--- src/rtl/keypad_hex_entry.sv ---
// Matrix keypad scanner with synchronised, debounced single-key acceptance feeding a
// shift-in hex entry buffer that is multiplexed onto a common seven-segment bus.
module keypad_hex_entry #(
  parameter int ROWS            = 4,
  parameter int COLS            = 4,
  parameter int DIGITS          = 2,
  parameter int SCAN_DIV        = 2400,
  parameter int DEBOUNCE_CYCLES = 240000,
  parameter int REFRESH_DIV     = 24000,
  parameter logic [4*ROWS*COLS-1:0] KEYMAP = 64'hDF0E_C987_B654_A321
) (
  input  logic              clk,
  input  logic              nrst,
  input  logic [ROWS-1:0]   row_d,
  output logic [COLS-1:0]   col_q,
  output logic              key_valid,
  output logic [3:0]        key_code,
  output logic [DIGITS-1:0] digit_en,
  output logic [6:0]        seg
);

  localparam int KEYS    = ROWS * COLS;
  localparam int ROW_W   = $clog2(ROWS);
  localparam int COL_W   = $clog2(COLS);
  localparam int KEY_W   = $clog2(KEYS);
  localparam int DIG_W   = (DIGITS > 1) ? $clog2(DIGITS) : 1;
  localparam int CNT_MAX = (SCAN_DIV > DEBOUNCE_CYCLES) ? SCAN_DIV : DEBOUNCE_CYCLES;
  localparam int CNT_W   = $clog2(CNT_MAX + 1);
  localparam int REF_W   = $clog2(REFRESH_DIV + 1);

  localparam logic [CNT_W-1:0] SCAN_LAST = CNT_W'(SCAN_DIV - 1);
  localparam logic [CNT_W-1:0] DEB_LAST  = CNT_W'(DEBOUNCE_CYCLES - 1);
  localparam logic [COL_W-1:0] COL_LAST  = COL_W'(COLS - 1);
  localparam logic [DIG_W-1:0] DIG_LAST  = DIG_W'(DIGITS - 1);
  localparam logic [REF_W-1:0] REF_LAST  = REF_W'(REFRESH_DIV - 1);

  typedef enum logic [1:0] {
    SCAN,
    DEBOUNCE,
    HELD,
    RELEASE
  } scan_state_t;

  logic [ROWS-1:0]  row_meta;
  logic [ROWS-1:0]  rs;

  scan_state_t      state;
  scan_state_t      state_next;
  logic [COL_W-1:0] col_idx;
  logic [COL_W-1:0] col_next;
  logic [COL_W-1:0] col_inc;
  logic [CNT_W-1:0] cnt;
  logic [CNT_W-1:0] cnt_next;
  logic [ROW_W-1:0] row_lat;
  logic [ROW_W-1:0] row_lat_next;
  logic             accept;

  logic             one_low;
  logic             low_seen;
  logic             low_multi;
  logic [ROW_W-1:0] low_row;
  logic [ROWS-1:0]  held_pattern;

  logic [3:0]       key_table [KEYS];
  logic [KEY_W-1:0] key_idx;

  logic [3:0]        buffer [DIGITS];
  logic [DIGITS-1:0] filled;

  logic [REF_W-1:0] ref_cnt;
  logic [REF_W-1:0] ref_next;
  logic [DIG_W-1:0] digit_idx;
  logic [DIG_W-1:0] d_next;

  function automatic logic [6:0] hex_glyph(input logic [3:0] v);
    case (v)
      4'h0:    hex_glyph = 7'h40;
      4'h1:    hex_glyph = 7'h79;
      4'h2:    hex_glyph = 7'h24;
      4'h3:    hex_glyph = 7'h30;
      4'h4:    hex_glyph = 7'h19;
      4'h5:    hex_glyph = 7'h12;
      4'h6:    hex_glyph = 7'h02;
      4'h7:    hex_glyph = 7'h78;
      4'h8:    hex_glyph = 7'h00;
      4'h9:    hex_glyph = 7'h10;
      4'hA:    hex_glyph = 7'h08;
      4'hB:    hex_glyph = 7'h03;
      4'hC:    hex_glyph = 7'h46;
      4'hD:    hex_glyph = 7'h21;
      4'hE:    hex_glyph = 7'h06;
      default: hex_glyph = 7'h0E;
    endcase
  endfunction

  for (genvar g = 0; g < KEYS; g++) begin : g_keymap
    assign key_table[g] = KEYMAP[4*g+3 : 4*g];
  end

  // Idle rows are pulled up, so the synchroniser resets to all-high.
  always_ff @(posedge clk or negedge nrst) begin
    if (!nrst) begin
      row_meta <= '1;
      rs       <= '1;
    end else begin
      row_meta <= row_d;
      rs       <= row_meta;
    end
  end

  always_comb begin
    low_seen  = 1'b0;
    low_multi = 1'b0;
    low_row   = '0;
    for (int i = 0; i < ROWS; i++) begin
      if (!rs[i]) begin
        if (low_seen) low_multi = 1'b1;
        low_seen = 1'b1;
        low_row  = ROW_W'(i);
      end
    end
    one_low = low_seen && !low_multi;
  end

  assign held_pattern = ~(ROWS'(1) << row_lat);
  assign col_inc      = (col_idx == COL_LAST) ? '0 : col_idx + 1'b1;
  assign key_idx      = KEY_W'(row_lat) * KEY_W'(COLS) + KEY_W'(col_idx);

  always_comb begin
    state_next   = state;
    col_next     = col_idx;
    cnt_next     = cnt;
    row_lat_next = row_lat;
    accept       = 1'b0;
    case (state)
      SCAN: begin
        if (cnt == SCAN_LAST) begin
          cnt_next = '0;
          if (one_low) begin
            row_lat_next = low_row;
            state_next   = DEBOUNCE;
          end else begin
            col_next = col_inc;
          end
        end else begin
          cnt_next = cnt + 1'b1;
        end
      end
      DEBOUNCE: begin
        if (rs != held_pattern) begin
          state_next = SCAN;
          cnt_next   = '0;
        end else if (cnt == DEB_LAST) begin
          state_next = HELD;
          cnt_next   = '0;
          accept     = 1'b1;
        end else begin
          cnt_next = cnt + 1'b1;
        end
      end
      HELD: begin
        if (&rs) begin
          state_next = RELEASE;
          cnt_next   = '0;
        end
      end
      RELEASE: begin
        if (!(&rs)) begin
          cnt_next = '0;
        end else if (cnt == DEB_LAST) begin
          state_next = SCAN;
          cnt_next   = '0;
          col_next   = col_inc;
        end else begin
          cnt_next = cnt + 1'b1;
        end
      end
      default: begin
        state_next = SCAN;
        cnt_next   = '0;
      end
    endcase
  end

  // col_q is registered from the next column index so the pins never see decoder glitches.
  always_ff @(posedge clk or negedge nrst) begin
    if (!nrst) begin
      state   <= SCAN;
      col_idx <= '0;
      cnt     <= '0;
      row_lat <= '0;
      col_q   <= ~(COLS'(1));
    end else begin
      state   <= state_next;
      col_idx <= col_next;
      cnt     <= cnt_next;
      row_lat <= row_lat_next;
      col_q   <= ~(COLS'(1) << col_next);
    end
  end

  always_ff @(posedge clk or negedge nrst) begin
    if (!nrst) begin
      key_valid <= 1'b0;
      key_code  <= 4'h0;
      filled    <= '0;
      for (int k = 0; k < DIGITS; k++) buffer[k] <= 4'h0;
    end else begin
      key_valid <= accept;
      if (accept) begin
        key_code <= key_table[key_idx];
        for (int k = DIGITS - 1; k > 0; k--) begin
          buffer[k] <= buffer[k-1];
          filled[k] <= filled[k-1];
        end
        buffer[0] <= key_table[key_idx];
        filled[0] <= 1'b1;
      end
    end
  end

  always_comb begin
    ref_next = ref_cnt + 1'b1;
    d_next   = digit_idx;
    if (ref_cnt == REF_LAST) begin
      ref_next = '0;
      d_next   = (digit_idx == DIG_LAST) ? '0 : digit_idx + 1'b1;
    end
  end

  // Enable and segments are registered together so they always refer to the same digit.
  always_ff @(posedge clk or negedge nrst) begin
    if (!nrst) begin
      ref_cnt   <= '0;
      digit_idx <= '0;
      digit_en  <= DIGITS'(1);
      seg       <= 7'h7F;
    end else begin
      ref_cnt   <= ref_next;
      digit_idx <= d_next;
      digit_en  <= DIGITS'(1) << d_next;
      seg       <= filled[d_next] ? hex_glyph(buffer[d_next]) : 7'h7F;
    end
  end

endmodule

--- config.mk ---
export PLATFORM = sky130hd
export DESIGN_NAME = keypad_hex_entry
export DESIGN_NICKNAME = d
export VERILOG_FILES = /design/src/rtl/keypad_hex_entry.sv
export SDC_FILE = /design/constraint.sdc
export NUM_CORES = 1
export LEC_CHECK = 0
export CAP_MARGIN = 20
export CORE_ASPECT_RATIO = 0.75
export CORE_UTILIZATION = 60
export DETAILED_ROUTE_END_ITERATION = 12
export PLACE_DENSITY = 0.77
export SYNTH_ARGS = -nofsm -noshare
export SYNTH_HDL_FRONTEND = slang
export SYNTH_SLANG_ARGS = --single-unit
--- constraint.sdc ---
create_clock -name clk -period 3.8 [get_ports clk]
set_input_delay 0.76 -clock clk [delete_from_list [all_inputs] [get_ports clk]]
set_output_delay 0.76 -clock clk [all_outputs]
set_load 0.02 [all_outputs]
==> metrics, run 1 <==
outcome completed; Req. time, crit path 4.09 ns; Post-Synthesis Cell Area ~0.0041 mm2; Detailed Routing Iterations Pass 1 4; RSZ-0062 raised after global routing no; area grow syn2layout 9.73%; HPWL Detailed approximately 5800 um; ANT cells 0; final setup violation count 0; Starting Density 0.637; Top FF cell, synth dfrtp_1; std cell rows 25; critical path startpoint category register; min Tclk post-route between 3 and 4 ns; first-pass GRT wire length ~14000 um; R2R depth 12; post-synthesis cell type count between 60 and 70; min-delay worst type register to register; layout cells sized above 1 0.131; CTS max path bufs 2; Worst-path clk slew around 0.080 ns; hold_buf cts 0; Layout Skew between 0.003 and 0.004 ns; Ys Warns 0; area post-placement around 0.0043 mm2; Slew HR 0.258; H-tree depth 3; Clock Latency Late Sink 0.35 ns; commonest non-fill, non-tap cell in the layout dfrtp_1; PostCTS Resize Cnt 0; core area roughly 0.0064 mm2; Slew Limit Fails 0; Total Wirelength 8250 um; post-synthesis sequential area ratio 0.439; reg2reg end seg[0]; Tot GR Track Use 0.252; Leak Pwr ~1.9 nW; routed len/inst roughly 16 um; Overflow after GRT 0; initial antenna violation count 0; Antenna Nets Post-Route 0; Critical Path Start ref_cnt[0]; commonest non-fill, non-tap cells in the layout 52 x dfrtp_1, 44 x nand2_1, 32 x o21ai_0, 27 x nor2_1, 22 x clkdlybuf4s50_1; hold depth 0; Hold Vio Cnt, Final 0; post-route DRC violation count 0; Pwr Total between 1 and 1.5 mW; Async S/R FF share, synth 1.00; hold path start row_meta[2]; largest net degree at the start of global routing 40; CTS sink count 71; Syn Inst Count roughly 430; Max FO, Critical Path 20; setup slack, reg-to-reg approximately 0.40 ns; Finished Cell Area between 0.004 and 0.005 mm2; DR iter-0 viols about 180; synthesis-stage register bit count 71; Power Density around 300 mW/mm2; number of synthesized flops with an enable pin 0; Final nets around 470; die area ~0.0072 mm2; syn_area_per_cell between 9 and 10 um2; die span in x between 90 and 100 um; setup bufs post-CTS 0; pre-CTS setup slack 0.499 ns; vias in the first global route about 3000; Port Buffers 23; crit path kind register to register; Slew @ Worst Pin around 1.1 ns; FMAX between 200 and 300 MHz; via count around 3200; Worst Slack Setup Final 0.399 ns; MaxCap Viol Count 0; hold endpoint rs[2]; via/cell ratio around 6.0; Worst setup EP type register; Ports 24; CTS tree built; worst vdd ir roughly 0.00020 V; die height 73.6 um; Final period util 0.895; Critical Path AT between 3 and 4 ns; FF-to-FF Start ref_cnt[0]; Num CTS Buffers 9; # fillers between 500 and 600; setup_tns 0 ns; post-layout util 0.699; gpl congestion roughly 0.86; Mapped Nets about 450; CTS Root Buffer Type clkbuf_8
-- worst max path at each step --
| stage | endpoint | cells past startpoint |
|---|---|---|
| final | seg[0] | 12 |
| after CTS | seg[0] | 12 |
| after detailed placement | seg[0] | 12 |
| after global routing | seg[0] | 12 |
| after global placement | seg[0] | 12 |
| after floorplan | seg[0] | 13 |
-- flip-flops by register name (all words and copies together), names as in the netlist, named ones only --
register,cells
col_q,4
ref_cnt,15
digit_en,2
col_idx,2
row_meta,4
row_lat,2
seg,7
key_valid,1
buffer,8
filled,2
rs,4
cnt,18
state,1
-- through the flow --
step | hold WS, ns | cells
after floorplan | 0.345 | 431
after global placement | 0.346 | 514
after detailed placement | 0.347 | 514
after CTS | 0.358 | 530
after global routing | 0.360 | 530
final | 0.357 | 530
-- power by group --
group	leakage, nW	internal, mW	switching (mW)
combinational	0.895	0.00773	0.0191
clock	0.0776	0.236	0.304
sequential	0.898	0.764	0.00602
total	1.87	1.01	0.330
-- worst max-delay path, cell delays in order (launching register included) --
cell and delay [ns]:
dfrtp_1 0.41, ha_1 0.26, nand4b_1 0.16, nor4_4 0.07
xnor2_2 0.86, mux2i_1 0.48, inv_1 0.16, ha_1 0.28
nor2_1 0.10, nand2_1 0.06, o311ai_0 0.11, o21ai_0 0.15
a31o_2 0.25
-- synth_stat cells, drive strengths merged, types with 5 or more instances --
| library cell | instances | area [um2] |
|---|---|---|
| and2 | 5 | 31.3 |
| clkbuf | 12 | 46.3 |
| nand4 | 7 | 50.1 |
| nor2 | 27 | 101 |
| nand3 | 21 | 105 |
| dfstp | 19 | 499 |
| nand2 | 44 | 165 |
| inv | 18 | 67.6 |
| dfrtp | 52 | 1300 |
| mux2i | 7 | 82.6 |
| xnor2 | 11 | 96.3 |
| a21oi | 20 | 100 |
| nand2b | 7 | 43.8 |
| nor3 | 18 | 90.1 |
| and3 | 8 | 51.3 |
| mux2 | 7 | 78.8 |
| xor2 | 10 | 87.6 |
| nor2b | 6 | 37.5 |
| o31ai | 5 | 37.5 |
| ha | 16 | 200 |
| buf | 11 | 76.3 |
| o21ai | 32 | 160 |
-- routing by layer --
metal | up-vias | global-route usage | part of all wire
met3 | 11 | 0.0847 | 0.066
met2 | 100 | 0.355 | 0.42
met1 | 1497 | 0.362 | 0.50
li1 | 1571 | - | -
met5 | - | 0 | 0
met4 | 0 | 0.0866 | 0.013
-- area by class of cell --
cell class	count	area, um2	share of cell area
Tap cell	81	101	0.0225
Clock buffer	9	124	0.0275
Timing Repair Buffer	25	240	0.0533
Inverter	18	67.6	0.0150
Multi-Input combinational cell	319	2120	0.471
Clock inverter	7	48.8	0.0108
Sequential cell	71	1800	0.400
-- cell families after synthesis --
logic type,Yosys count,synth area share
flops,71,0.439
buf+inv,41,0.0463
xor+xnor,21,0.0448
simple gates,168,0.219
mux,15,0.0448
fa+ha+maj,16,0.0488
compound gates,99,0.158
Power figures use the tool's default switching activity.
==> run 2, diff against run 1 <==
--- a/config.mk
+++ b/config.mk
@@ -8,6 +8,7 @@
 export CAP_MARGIN = 20
 export CORE_ASPECT_RATIO = 0.75
 export CORE_UTILIZATION = 60
+export CTS_BUF_LIST = sky130_fd_sc_hd__clkbuf_16
 export DETAILED_ROUTE_END_ITERATION = 12
 export PLACE_DENSITY = 0.77
 export SYNTH_ARGS = -nofsm -noshare
==> metrics, run 2 (synthesized netlist as in run 1, its figures left out) <==
HPWL Detailed 5800 um (unchanged); Slew Limit Fails 0 (unchanged); FMAX 297 MHz (was 294 MHz); Worst-path clk slew 0.06 ns (was 0.08 ns); commonest non-fill, non-tap cell in the layout dfrtp_1 (unchanged); Port Buffers 23 (unchanged); routed len/inst 15.7 um (was 15.6 um); outcome completed (unchanged); Overflow after GRT 0 (unchanged); setup slack, reg-to-reg 0.44 ns (was 0.40 ns); min-delay worst type register to register (unchanged); MaxCap Viol Count 0 (unchanged); Detailed Routing Iterations Pass 1 5 (was 4); via/cell ratio 6.06 (was 6.00); Max FO, Critical Path 20 (unchanged); DR iter-0 viols 134 (was 183); Hold Slack 0.355 ns (was 0.357 ns); die height 73.6 um (unchanged); FF-to-FF Start ref_cnt[0] (unchanged); Seq. cell area 0.00180 mm2 (unchanged); PostCTS Resize Cnt 0 (unchanged); Power Density 341 mW/mm2 (was 297 mW/mm2); setup bufs post-CTS 0 (unchanged); CTS sink count 71 (unchanged); Final period util 0.885 (was 0.895); hold path start row_meta[2] (unchanged); CTS Root Buffer Type clkbuf_16 (was clkbuf_8); Req. time, crit path 4.07 ns (was 4.09 ns); area grow syn2layout 12.2% (was 9.73%); Leak Pwr 1.92 nW (was 1.87 nW); met2 usage 0.376 (was 0.355); Layout Skew 0.00402 ns (was 0.00392 ns); vias in the first global route 2954 (was 2963); final setup violation count 0 (unchanged); core area 0.00644 mm2 (unchanged); layout cells sized above 1 0.131 (unchanged); via count 3213 (was 3179); Hold Vio Cnt, Final 0 (unchanged); Total Wirelength 8330 um (was 8250 um); # fillers 474 (was 501); Final nets 466 (unchanged); largest net degree at the start of global routing 40 (unchanged); critical path startpoint category register (unchanged); hold endpoint rs[2] (unchanged); Worst setup EP type register (unchanged); min Tclk post-route 3.36 ns (was 3.40 ns); die span in x 97.5 um (unchanged); RSZ-0062 raised after global routing no (unchanged); R2R depth 12 (unchanged); Ports 24 (unchanged); M1 GR Usage 0.364 (was 0.362); Antenna Nets Post-Route 0 (unchanged); area of the multi-input gates 0.00212 mm2 (unchanged); crit path kind register to register (unchanged); Starting Density 0.637 (unchanged); hold_buf cts 0 (unchanged); CTS max path bufs 2 (unchanged); CTS tree built (unchanged); worst vdd ir 0.000215 V (was 0.000201 V); largest register by flop count cnt (unchanged); std cell rows 25 (unchanged); hold depth 0 (unchanged); gpl congestion 0.864 (unchanged); setup_tns 0 ns (unchanged); Clock Latency Late Sink 0.34 ns (was 0.35 ns); Largest register FFs 18 (unchanged); post-route DRC violation count 0 (unchanged); Slew HR 0.271 (was 0.258); Tot GR Track Use 0.255 (was 0.252); Critical Path AT 3.63 ns (was 3.69 ns); Slew @ Worst Pin 1.09 ns (was 1.11 ns); reg2reg end seg[0] (unchanged); first-pass GRT wire length 14300 um (was 14100 um); met3 usage 0.0676 (was 0.0847); global route hottest layer met2 (was met1); die area 0.00718 mm2 (unchanged); initial antenna violation count 0 (unchanged); ANT cells 0 (unchanged); commonest non-fill, non-tap cells in the layout 52 x dfrtp_1, 44 x nand2_1, 32 x o21ai_0, 27 x nor2_1, 22 x clkdlybuf4s50_1 (unchanged); Num CTS Buffers 9 (unchanged); largest registers cnt x18, ref_cnt x15, buffer x8 (unchanged); H-tree depth 3 (unchanged)
==> run 2: cell counts in the layout (fill, tap and decap cells not counted) <==
Identical to the previous run, type by type.
==> run 2: worst max path at each step <==
stage                          start  endpoint  slack [ns]
after floorplan           ref_cnt[9]    seg[0]        0.97
after global placement    ref_cnt[0]    seg[0]        0.64
after detailed placement  ref_cnt[0]    seg[0]        0.50
after CTS                 ref_cnt[0]    seg[0]        0.47
after global routing      ref_cnt[0]    seg[0]        0.07
final                     ref_cnt[0]    seg[0]        0.44
==> run 2: metrics by stage <==
step / power [mW] / cell area, um2 / instances / utilization / setup slack [ns]
after global routing: 1.62 / 4600 / 530 / 0.715 / 0.0690
after floorplan: 0.789 / 4100 / 431 / - / 0.971
after CTS: 1.58 / 4600 / 530 / 0.715 / 0.473
after detailed placement: 0.812 / 4330 / 514 / 0.672 / 0.499
final: 1.57 / 4600 / 530 / 0.715 / 0.436
after global placement: 0.810 / 4330 / 514 / 0.672 / 0.641
==> run 2: routing by layer <==
| layer | part of all wire | wire, um |
|---|---|---|
| met5 | 0 | 0 |
| met2 | 0.43 | 3590 |
| met1 | 0.49 | 4070 |
| met4 | 0.015 | 123 |
| met3 | 0.065 | 543 |
==> run 2: worst max-delay path, cell delays in order, from the launching register on <==
cell      delay [ns]
dfrtp_1         0.40
ha_1            0.26
nand4b_1        0.16
nor4_4          0.07
xnor2_2         0.84
mux2i_1         0.47
inv_1           0.15
ha_1            0.27
nor2_1          0.10
nand2_1         0.06
o311ai_0        0.11
o21ai_0         0.15
a31o_2          0.25
==> run 2: report_power, final <==
part | leakage (nW) | internal [mW] | switching, mW | total, mW
Combinational | 0.895 | 0.00773 | 0.0192 | 0.0269
Sequential | 0.898 | 0.765 | 0.00594 | 0.771
Clock | 0.124 | 0.441 | 0.333 | 0.774
==> run 2: layout make-up <==
| type | count | share of cell area |
|---|---|---|
| repair buffers | 25 | 0.0522 |
| well taps | 81 | 0.0220 |
| inverters | 18 | 0.0147 |
| clock buffers | 9 | 0.0489 |
| flip-flops and latches | 71 | 0.391 |
| clock inverters | 7 | 0.0106 |
| multi-input cells | 319 | 0.461 |
